`src/rtl/uart_pkg.sv`:
```
// Shared UART types and helpers.
// Used by the receiver and other serial-port blocks.
package uart_pkg;

   localparam int UART_DATA_BITS = 8;

   typedef enum logic [2:0] {
      WAIT_HIGH,
      IDLE,
      START,
      DATA,
      STOP
   } rx_state_t;

   function automatic int clks_per_bit(input int clk_hz, input int baud);
      return clk_hz / baud;
   endfunction

endpackage

```
`src/rtl/sync_2ff.sv`:
```
// Two-flop synchronizer for asynchronous input pins.
// INIT sets the value both flops take during reset.
module sync_2ff #(
   parameter bit INIT = 1'b1
) (
   input  logic clock,
   input  logic reset,
   input  logic d,
   output logic q
);

   logic s1;

   always_ff @(posedge clock or posedge reset) begin
      if (reset) begin
         s1 <= INIT;
         q  <= INIT;
      end else begin
         s1 <= d;
         q  <= s1;
      end
   end

endmodule

```
`src/rtl/uart_rx_core.sv`:
```
// 8N1 UART receiver with a valid/ready byte output.
// Start bit is re-checked at half-bit; data bits are sampled mid-bit.
module uart_rx_core
   import uart_pkg::*;
#(
   parameter int CLK_HZ       = 55000000,
   parameter int BAUD         = 115200,
   parameter int CLKS_PER_BIT = clks_per_bit(CLK_HZ, BAUD)
) (
   input  logic                      clock,
   input  logic                      reset,
   input  logic                      rx,
   output logic [UART_DATA_BITS-1:0] data,
   output logic                      valid,
   input  logic                      ready,
   output logic                      busy,
   output logic                      frame_err,
   output logic                      overrun
);

   generate
      if (CLKS_PER_BIT < 4) begin : g_bad_rate
         $error("uart_rx_core: CLKS_PER_BIT must be at least 4");
      end
   endgenerate

   localparam int CW   = $clog2(CLKS_PER_BIT);
   localparam int HALF = CLKS_PER_BIT / 2;

   localparam logic [CW-1:0] HALF_END = CW'(HALF - 1);
   localparam logic [CW-1:0] BIT_END  = CW'(CLKS_PER_BIT - 1);
   localparam logic [2:0]    LAST_BIT = 3'(UART_DATA_BITS - 1);

   logic rx_s;

   rx_state_t                 state, state_n;
   logic [CW-1:0]             cnt, cnt_n;
   logic [2:0]                bitn, bitn_n;
   logic [UART_DATA_BITS-1:0] sh, sh_n;
   logic [UART_DATA_BITS-1:0] data_n;
   logic                      valid_n;
   logic                      ferr_n;
   logic                      ovr_n;
   logic                      bit_end;

   sync_2ff #(
      .INIT(1'b1)
   ) u_sync (
      .clock(clock),
      .reset(reset),
      .d    (rx),
      .q    (rx_s)
   );

   assign busy    = (state != IDLE);
   assign bit_end = (cnt == BIT_END);

   always_ff @(posedge clock or posedge reset) begin
      if (reset) begin
         state     <= WAIT_HIGH;
         cnt       <= '0;
         bitn      <= '0;
         sh        <= '0;
         data      <= '0;
         valid     <= 1'b0;
         frame_err <= 1'b0;
         overrun   <= 1'b0;
      end else begin
         state     <= state_n;
         cnt       <= cnt_n;
         bitn      <= bitn_n;
         sh        <= sh_n;
         data      <= data_n;
         valid     <= valid_n;
         frame_err <= ferr_n;
         overrun   <= ovr_n;
      end
   end

   always_comb begin
      state_n = state;
      cnt_n   = cnt;
      bitn_n  = bitn;
      sh_n    = sh;
      data_n  = data;
      valid_n = valid && !ready;
      ferr_n  = 1'b0;
      ovr_n   = 1'b0;

      unique case (state)
         WAIT_HIGH: begin
            if (rx_s) state_n = IDLE;
         end
         IDLE: begin
            if (!rx_s) begin
               state_n = START;
               cnt_n   = '0;
            end
         end
         START: begin
            if (cnt == HALF_END) begin
               cnt_n = '0;
               if (!rx_s) begin
                  state_n = DATA;
                  bitn_n  = '0;
               end else begin
                  state_n = IDLE;
               end
            end else begin
               cnt_n = cnt + 1'b1;
            end
         end
         DATA: begin
            if (bit_end) begin
               cnt_n = '0;
               sh_n  = {rx_s, sh[UART_DATA_BITS-1:1]};
               if (bitn == LAST_BIT) state_n = STOP;
               else bitn_n = bitn + 1'b1;
            end else begin
               cnt_n = cnt + 1'b1;
            end
         end
         STOP: begin
            if (bit_end) begin
               cnt_n = '0;
               if (rx_s) begin
                  state_n = IDLE;
                  // A slot freed by this edge's handshake may take the byte
                  if (!valid || ready) begin
                     data_n  = sh;
                     valid_n = 1'b1;
                  end else begin
                     ovr_n = 1'b1;
                  end
               end else begin
                  state_n = WAIT_HIGH;
                  ferr_n  = 1'b1;
               end
            end else begin
               cnt_n = cnt + 1'b1;
            end
         end
         default: state_n = WAIT_HIGH;
      endcase
   end

endmodule

```
`config.mk`:
```
export PLATFORM = sky130hd
export DESIGN_NAME = uart_rx_core
export DESIGN_NICKNAME = d
export VERILOG_FILES = /design/src/rtl/uart_pkg.sv /design/src/rtl/sync_2ff.sv /design/src/rtl/uart_rx_core.sv
export SDC_FILE = /design/constraint.sdc
export NUM_CORES = 1
export LEC_CHECK = 0
export BUFFER_PORTS_ARGS = -buffer_cell sky130_fd_sc_hd__clkbuf_2
export CELL_PAD_IN_SITES_DETAIL_PLACEMENT = 1
export CELL_PAD_IN_SITES_GLOBAL_PLACEMENT = 1
export CORE_MARGIN = 2
export CORE_UTILIZATION = 50
export DETAILED_ROUTE_END_ITERATION = 8
export GPL_TIMING_DRIVEN = 1
export PLACE_DENSITY = 0.81
export SLEW_MARGIN = 10
export SYNTH_ARGS = -nofsm -noshare
export SYNTH_HDL_FRONTEND = slang
export SYNTH_SLANG_ARGS = --single-unit
```
`constraint.sdc`:
```
create_clock -name clock -period 6 [get_ports clock]
set_input_delay 1.5 -clock clock [delete_from_list [all_inputs] [get_ports clock]]
set_output_delay 1.5 -clock clock [all_outputs]
set_load 0.02 [all_outputs]
```
==> results of run 1 <==
## power by group
group / switching (W) / internal, W / total, W
Clock: 0.0000790 / 0.0000873 / 0.000166
Sequential: 0.0000414 / 0.000266 / 0.000308
Combinational: 0.0000426 / 0.0000401 / 0.0000826
Total: 0.000163 / 0.000394 / 0.000557
## logic make-up after synthesis
family | share of synthesized area [%]
AOI/OAI and AO/OA | 10.7
and+or+nand+nor | 18.0
adders and majority gates | 3.53
buffers and inverters | 3.81
DFF | 50.9
muxes | 13.0
## Yosys cell counts, types with 4 or more instances
| cell | instances | area share (%) |
|---|---|---|
| a21oi_1 | 8 | 2.3 |
| dfrtp_1 | 34 | 48 |
| ha_1 | 5 | 3.5 |
| inv_1 | 6 | 1.3 |
| mux2_2 | 9 | 5.7 |
| mux2_4 | 8 | 6.8 |
| nand2_1 | 11 | 2.3 |
| nand3_1 | 4 | 1.1 |
| nor2_1 | 7 | 1.5 |
| o21ai_0 | 7 | 2.0 |
## layout make-up
cell class | count | area [um2]
fill | 386 | 1420
sequential | 36 | 903
multi-input combinational | 102 | 803
timing repair buffer | 16 | 82.6
tap | 46 | 57.6
clock buffer | 6 | 41.3
clock inverter | 2 | 35.0
inverter | 6 | 22.5
## flip-flops by register name (all words and copies together) (netlist names)
name	count
bitn	3
cnt	9
data	8
frame_err	1
overrun	1
sh	8
state	3
u_sync.q	1
u_sync.s1	1
valid	1
## cell usage in the layout, fill, tap and decap left out, drive strengths merged, types with 2 or more instances in the layout
master / n
o21ai: 7
nor2b: 2
nor2: 8
dfstp: 2
a22o: 2
mux2: 17
nand4: 2
o22ai: 2
a21oi: 8
ha: 5
a31oi: 2
nand2: 12
nor4: 3
inv: 6
nor3b: 2
or3: 3
nor3: 3
o211ai: 2
and2: 3
clkbuf: 21
nand3: 4
dfrtp: 34
a21o: 3
## worst min path at each step
stage                              startpoint                  to
after detailed placement  u_sync.s1$_DFF_PP1_  u_sync.q$_DFF_PP1_
final                     u_sync.s1$_DFF_PP1_  u_sync.q$_DFF_PP1_
after CTS                 u_sync.s1$_DFF_PP1_  u_sync.q$_DFF_PP1_
after global placement    u_sync.s1$_DFF_PP1_  u_sync.q$_DFF_PP1_
after global routing      u_sync.s1$_DFF_PP1_  u_sync.q$_DFF_PP1_
after floorplan           u_sync.s1$_DFF_PP1_  u_sync.q$_DFF_PP1_
## worst max-delay path, stage by stage (launching register included)
cell	delay (ns)
dfrtp_1	0.54
inv_1	0.17
or3_1	0.40
clkbuf_2	0.16
## metrics by stage
step / util [%] / hold WS, ns / area [um2] / worst slack (ns) / std cells
6_report: 57.8 / 0.366 / 1950 / 2.90 / 214
5_1_grt: 57.8 / 0.371 / 1950 / 2.80 / 214
4_1_cts: 57.8 / 0.367 / 1950 / 2.90 / 214
3_5_place_dp: 55.6 / 0.352 / 1870 / 3.28 / 206
3_3_place_gp: 55.6 / 0.347 / 1870 / 3.35 / 206
2_1_floorplan: - / 0.345 / 1770 / 3.50 / 150
## metal layers
metal  global-route usage (%)  up-vias  share of wire [%]
met5                        0        -                  0
met4                     4.89        0                1.2
met2                     34.5       16                 52
met1                     25.8      607                 44
li1                         -      575                  -
met3                     5.71        6                2.4
==> results by group, run 1 <==
CTS
  • Root Driver: clkbuf_4
  • Post-CTS setup buffer count: 0
  • CTS max path bufs: 2
  • Number of clock sinks: 36
  • CTS H-tree lvls: 2
  • CTS tree: yes
  • Hold buffer count at cts: 0
  • Cts repair resizes: 0
  • Reg clk slew, reported paths: about 0.11 ns
  • Number of buffers created by CTS: 5
  • Worst skew pair latency: roughly 0.33 ns

Place
  • RD Place Congestion: around 0.84
  • Dpl hpwl: roughly 2.7 mm
  • IO buf count: 15

Pwr
  • Cell Pwr Density: 286 nW/um2
  • VDD IR max: ~0.15 mV
  • Leakage: 0.990 nW
  • Total Power: 0.000557 W

Critical path
  • Setup crit end kind: primary output
  • Critical path launch point: state[0]$_DFFE_PP0P_
  • Worst EP required: between 4 and 5 ns
  • Reg-to-reg startpoint: cnt[0]$_DFFE_PP0P_
  • Critical path fanouts, max: 8
  • Critical Path End: busy
  • Crit path kind: reg2out
  • R2R setup slack: around 3.6 ns
  • Crit path arrival time: 1.60 ns
  • Worst r2r path cells: 6
  • Critical Path Start Type: register
  • Worst r2r dst: data[2]$_DFFE_PP0P_

Floorplanning
  • Starting Density: a little over half
  • Die area: a little over 4000 um2
  • Die Ht: around 64 um
  • Chip Width: 63.6 um
  • Core Box Area: 3360 um2
  • Num rows: 21
  • # IOs: 16

Timing
  • Worst Tran Pin Value: 0.667 ns
  • RSZ-0062 raised after global routing: false
  • Min Tclk post-route: about 3.1 ns
  • Max_slew headroom: between 50% and 60%
  • Final TNS setup: 0 ns
  • Achievable Freq: approximately 320 MHz
  • Tcrit/Tclk final: just over 50%
  • Slew Limit Fails: 0
  • Clock Skews: 0.0132 ns
  • Final hold vios: 0
  • Setup violators final: 0

Global routing
  • Grt total ovfl: 0
  • Global-route wire length before repair: ~6.3 mm
  • Initial antenna violation count: 0
  • Largest net degree at the start of global routing: 37
  • Gr usage total: between 20% and 30%
  • Number of global-route vias before repair: roughly 1,300

Detailed routing
  • Post-DRT Antenna Nets: 0
  • Initial DRC Count: between 60 and 70
  • Router iterations before antenna repair: 2
  • DR DRC count: 0
  • Via density per instance: roughly 5.6
  • Routed WL: ~3.6 mm
  • Average wire per cell in the routed design: ~17 um
  • Vias: 1,204

Layout
  • Antenna diode count: 0
  • P&R area growth vs syn: 9.66%
  • Final nets: about 180
  • Layout cells sized above 1: between 30% and 40%

Min path
  • Worst Hold Class: reg2reg
  • Hold depth: 0

Synth
  • Synthesized Nets: approximately 160
  • Cells after Synth: 150
  • Asr flop ratio synth: between 90% and 100%
  • Flops & latches, synth: 36
  • Syn_area_per_cell: around 12 um2
  • Number of synthesized flops with an enable pin: 0
  • Post-synthesis sequential area ratio: approximately half
  • Post-synthesis cell type count: 44
  • Post-Syn Area: 1770 um2
  • Synth Warn #: 0
  • Top_reg_cell synth: dfrtp_1

Flow run
  • MaxCap Viol Count: 0

Run status
  • Status: completed
(Power assumes the default switching activity.)
==> inputs of run 2 (changes only) <==
--- a/config.mk
+++ b/config.mk
@@ -5,14 +5,15 @@
 export SDC_FILE = /design/constraint.sdc
 export NUM_CORES = 1
 export LEC_CHECK = 0
+export ABC_AREA = 1
 export BUFFER_PORTS_ARGS = -buffer_cell sky130_fd_sc_hd__clkbuf_2
 export CELL_PAD_IN_SITES_DETAIL_PLACEMENT = 1
 export CELL_PAD_IN_SITES_GLOBAL_PLACEMENT = 1
 export CORE_MARGIN = 2
-export CORE_UTILIZATION = 50
+export CORE_UTILIZATION = 40
 export DETAILED_ROUTE_END_ITERATION = 8
 export GPL_TIMING_DRIVEN = 1
-export PLACE_DENSITY = 0.81
+export PLACE_DENSITY = 0.74
 export SLEW_MARGIN = 10
 export SYNTH_ARGS = -nofsm -noshare
 export SYNTH_HDL_FRONTEND = slang
==> constraint.sdc (replaced) <==
create_clock -name clock -period 2.49 [get_ports clock]
set_input_delay 0.6225 -clock clock [delete_from_list [all_inputs] [get_ports clock]]
set_output_delay 0.6225 -clock clock [all_outputs]
set_load 0.02 [all_outputs]
==> results by group, run 2 <==
Place
  • IO buf count: 15 (unchanged)
  • RD Place Congestion: 0.771 (was 0.844)
  • Dpl hpwl: 2.90 mm (was 2.69 mm)
  • Placed cell areas: 1990 um2 (was 1870 um2)

Detailed routing
  • Routed WL: 3.92 mm (was 3.65 mm)
  • Router iterations before antenna repair: 4 (was 2)
  • Via density per instance: 5.01 (was 5.63)
  • Initial DRC Count: 108 (was 65)
  • Vias: 1,512 (was 1,204)
  • DR DRC count: 0 (unchanged)
  • Average wire per cell in the routed design: 13.0 um (was 17.0 um)
  • Post-DRT Antenna Nets: 0 (unchanged)

CTS
  • Hold buffer count at cts: 0 (unchanged)
  • Number of buffers created by CTS: 5 (unchanged)
  • Worst skew pair latency: 0.29 ns (was 0.33 ns)
  • CTS tree: yes (unchanged)
  • CTS max path bufs: 2 (unchanged)
  • Cts repair resizes: 0 (unchanged)
  • Root Driver: clkbuf_8 (was clkbuf_4)
  • Number of clock sinks: 36 (unchanged)
  • Post-CTS setup buffer count: 0 (unchanged)
  • CTS H-tree lvls: 2 (unchanged)
  • Reg clk slew, reported paths: 0.08 ns (was 0.11 ns)

Synth
  • Post-synthesis mux area share: 0% (was 13.0%)
  • Compound-cell area share of the yosys netlist: 7.26% (was 10.7%)
  • Top_reg_cell synth: dfrtp_1 (unchanged)
  • Asr flop ratio synth: 100% (unchanged)
  • Post-Syn Area: 1860 um2 (was 1770 um2)
  • Number of synthesized flops with an enable pin: 0 (unchanged)
  • Most used standard cell by instance count after synthesis: nand2_1 (was dfrtp_1)
  • Synthesized Nets: 237 (was 159)
  • Largest cells by area after synthesis: dfrtp_1, nand2_1, nand3_1 (was dfrtp_1, mux2_4, mux2_2)
  • Post-synthesis simple-gate area fraction: 32.5% (was 18.0%)
  • Post-synthesis cell type count: 16 (was 44)
  • Commonest cells post-synth: nand2_1, dfrtp_1, inv_1, nand3_1 (was dfrtp_1, nand2_1, mux2_2, a21oi_1, mux2_4)
  • Synth Warn #: 0 (unchanged)
  • Main combinational cell family by area after synthesis: simple AND/OR/NAND/NOR gates (unchanged)
  • Post-Synth Adder-Cell Area: 3.36% (was 3.53%)
  • Area leader, netlist: dfrtp_1 (unchanged)
  • Synth Area in XOR/XNOR: 0.941% (was 0%)
  • Post-synthesis sequential area ratio: 48.5% (was 50.9%)
  • Flops & latches, synth: 36 (unchanged)
  • Cells after Synth: 228 (was 150)
  • Top cell type's share of synthesized area: 45.7% (was 48.0%)
  • Syn_area_per_cell: 8.17 um2 (was 11.8 um2)

Pwr
  • Leakage: 1.05 nW (was 0.990 nW)
  • Cell Pwr Density: 831 nW/um2 (was 286 nW/um2)
  • VDD IR max: 0.514 mV (was 0.149 mV)

Critical path
  • Critical Path Start Type: register (unchanged)
  • Crit path kind: reg2out (unchanged)
  • Worst EP required: 1.87 ns (was 4.50 ns)
  • R2R setup slack: 0.83 ns (was 3.61 ns)
  • Critical path fanouts, max: 5 (was 8)
  • Crit path arrival time: 1.20 ns (was 1.60 ns)
  • Setup crit end kind: primary output (unchanged)

Layout
  • Final Cell Area: 2070 um2 (was 1950 um2)
  • Max reg flops: 9 (unchanged)
  • Most frequent cells in the layout: nand2_1, dfrtp_1, inv_1 (was dfrtp_1, clkbuf_2, nand2_1)
  • Commonest non-fill, non-tap cell in the layout: nand2_1 (was dfrtp_1)
  • Top reg by flops: cnt (unchanged)
  • Final nets: 258 (was 176)
  • Layout cells sized above 1: 16.8% (was 31.0%)
  • P&R area growth vs syn: 11.4% (was 9.66%)
  • Antenna diode count: 0 (unchanged)
  • Finished Core Util: 47.0% (was 57.8%)
  • Biggest regs: cnt x9, data x8, sh x8 (unchanged)

Global routing
  • Initial antenna violation count: 0 (unchanged)
  • Global-route wire length before repair: 7.10 mm (was 6.35 mm)
  • Number of global-route vias before repair: 1,517 (was 1,301)
  • Grt total ovfl: 0 (unchanged)
  • Gr usage total: 17.9% (was 20.4%)
  • Largest net degree at the start of global routing: 37 (unchanged)

Timing
  • Tcrit/Tclk final: about three quarters
  • Achievable Freq: approximately 550 MHz
  • Max_slew headroom: 66.8% (was 55.3%)
  • Min Tclk post-route: ~1.8 ns
  • Worst Tran Pin Value: 0.497 ns (was 0.667 ns)
  • Clock Skews: 0.00822 ns (was 0.0132 ns)
  • Setup violators final: 0 (unchanged)
  • Slew Limit Fails: 0 (unchanged)
  • Final hold vios: 0 (unchanged)
  • Final TNS setup: 0 ns (unchanged)
  • RSZ-0062 raised after global routing: false (unchanged)

Floorplanning
  • Num rows: 24 (was 21)
  • # IOs: 16 (unchanged)
  • Die Ht: 72.2 um (was 63.6 um)
  • Starting Density: 42.2% (was 52.8%)
  • Chip Width: 72.2 um (was 63.6 um)
  • Die area: 5220 um2 (was 4040 um2)
  • Core Box Area: 4410 um2 (was 3360 um2)

Min path
  • Worst Hold Class: reg2reg (unchanged)

Run status
  • Status: completed (unchanged)

Flow run
  • MaxCap Viol Count: 0 (unchanged)
-- run 2: cell types whose count changed in the layout (fill, tap and decap cells not counted), moves of 8 or more --
cell	previous run	this run
o21ai_2	0	8
mux2_2	9	0
mux2_4	8	0
nand3_1	4	29
inv_1	6	31
nand2_1	11	70
nand4_1	1	10
a21oi_1	8	0
-- run 2: area by class of cell --
cell class              instances  area [um2]
clock buffers                   5        68.8
inverters                      31         116
clock inverters                 3        18.8
multi-input cells             159         820
repair buffers                 16        82.6
flip-flops and latches         36         903
well taps                      52        65.1
fillers                       559        2340
-- run 2: kinds of logic (layout without fill, tap and decap cells) --
logic type / Yosys count / count (layout)
compound gates: 21 / 21
xor+xnor: 2 / 2
fa+ha+maj: 5 / 5
flops: 36 / 36
simple gates: 131 / 131
buf+inv: 33 / 55
-- run 2: metrics by stage --
step / hold slack, ns / setup slack, ns / cells / total power [W]
after floorplan: 0.345 / 0.989 / 228 / 0.00116
final: 0.357 / 0.670 / 302 / 0.00172
after detailed placement: 0.347 / 0.808 / 294 / 0.00133
after CTS: 0.358 / 0.657 / 302 / 0.00175
after global routing: 0.366 / 0.564 / 302 / 0.00188
after global placement: 0.346 / 0.897 / 294 / 0.00132
-- run 2: path summary, 6_finish.rpt --
check / from / to / cells after the start
max: state[2]$_DFFE_PP0P_ / busy / 3
max in group asynchronous: reset / u_sync.q$_DFF_PP1_ / 3
min reg2reg: u_sync.s1$_DFF_PP1_ / u_sync.q$_DFF_PP1_ / 0
max reg2reg: cnt[0]$_DFFE_PP0P_ / sh[3]$_DFFE_PP0P_ / 6
min: u_sync.s1$_DFF_PP1_ / u_sync.q$_DFF_PP1_ / 0
min in group asynchronous: reset / sh[4]$_DFFE_PP0P_ / 3
-- run 2: report_power, final --
part | total [W] | internal, W | switching (W)
clock network | 0.000416 | 0.000195 | 0.000221
logic | 0.000582 | 0.000171 | 0.000411
registers | 0.000727 | 0.000656 | 0.0000719
total | 0.00172 | 0.00102 | 0.000703
-- run 2: worst max-delay path: stages (launching register included) --
cell and delay [ns]:
dfrtp_1 0.41, inv_1 0.13, nand3_1 0.16, clkbuf_2 0.20
-- run 2: routing by layer --
layer	part of all wire [%]	GRT usage (%)	routed length [um]
met1	49	24.4	1920
met3	2.9	4.58	114
met2	46	27.1	1820
met5	0	0	0
met4	1.7	7.55	68
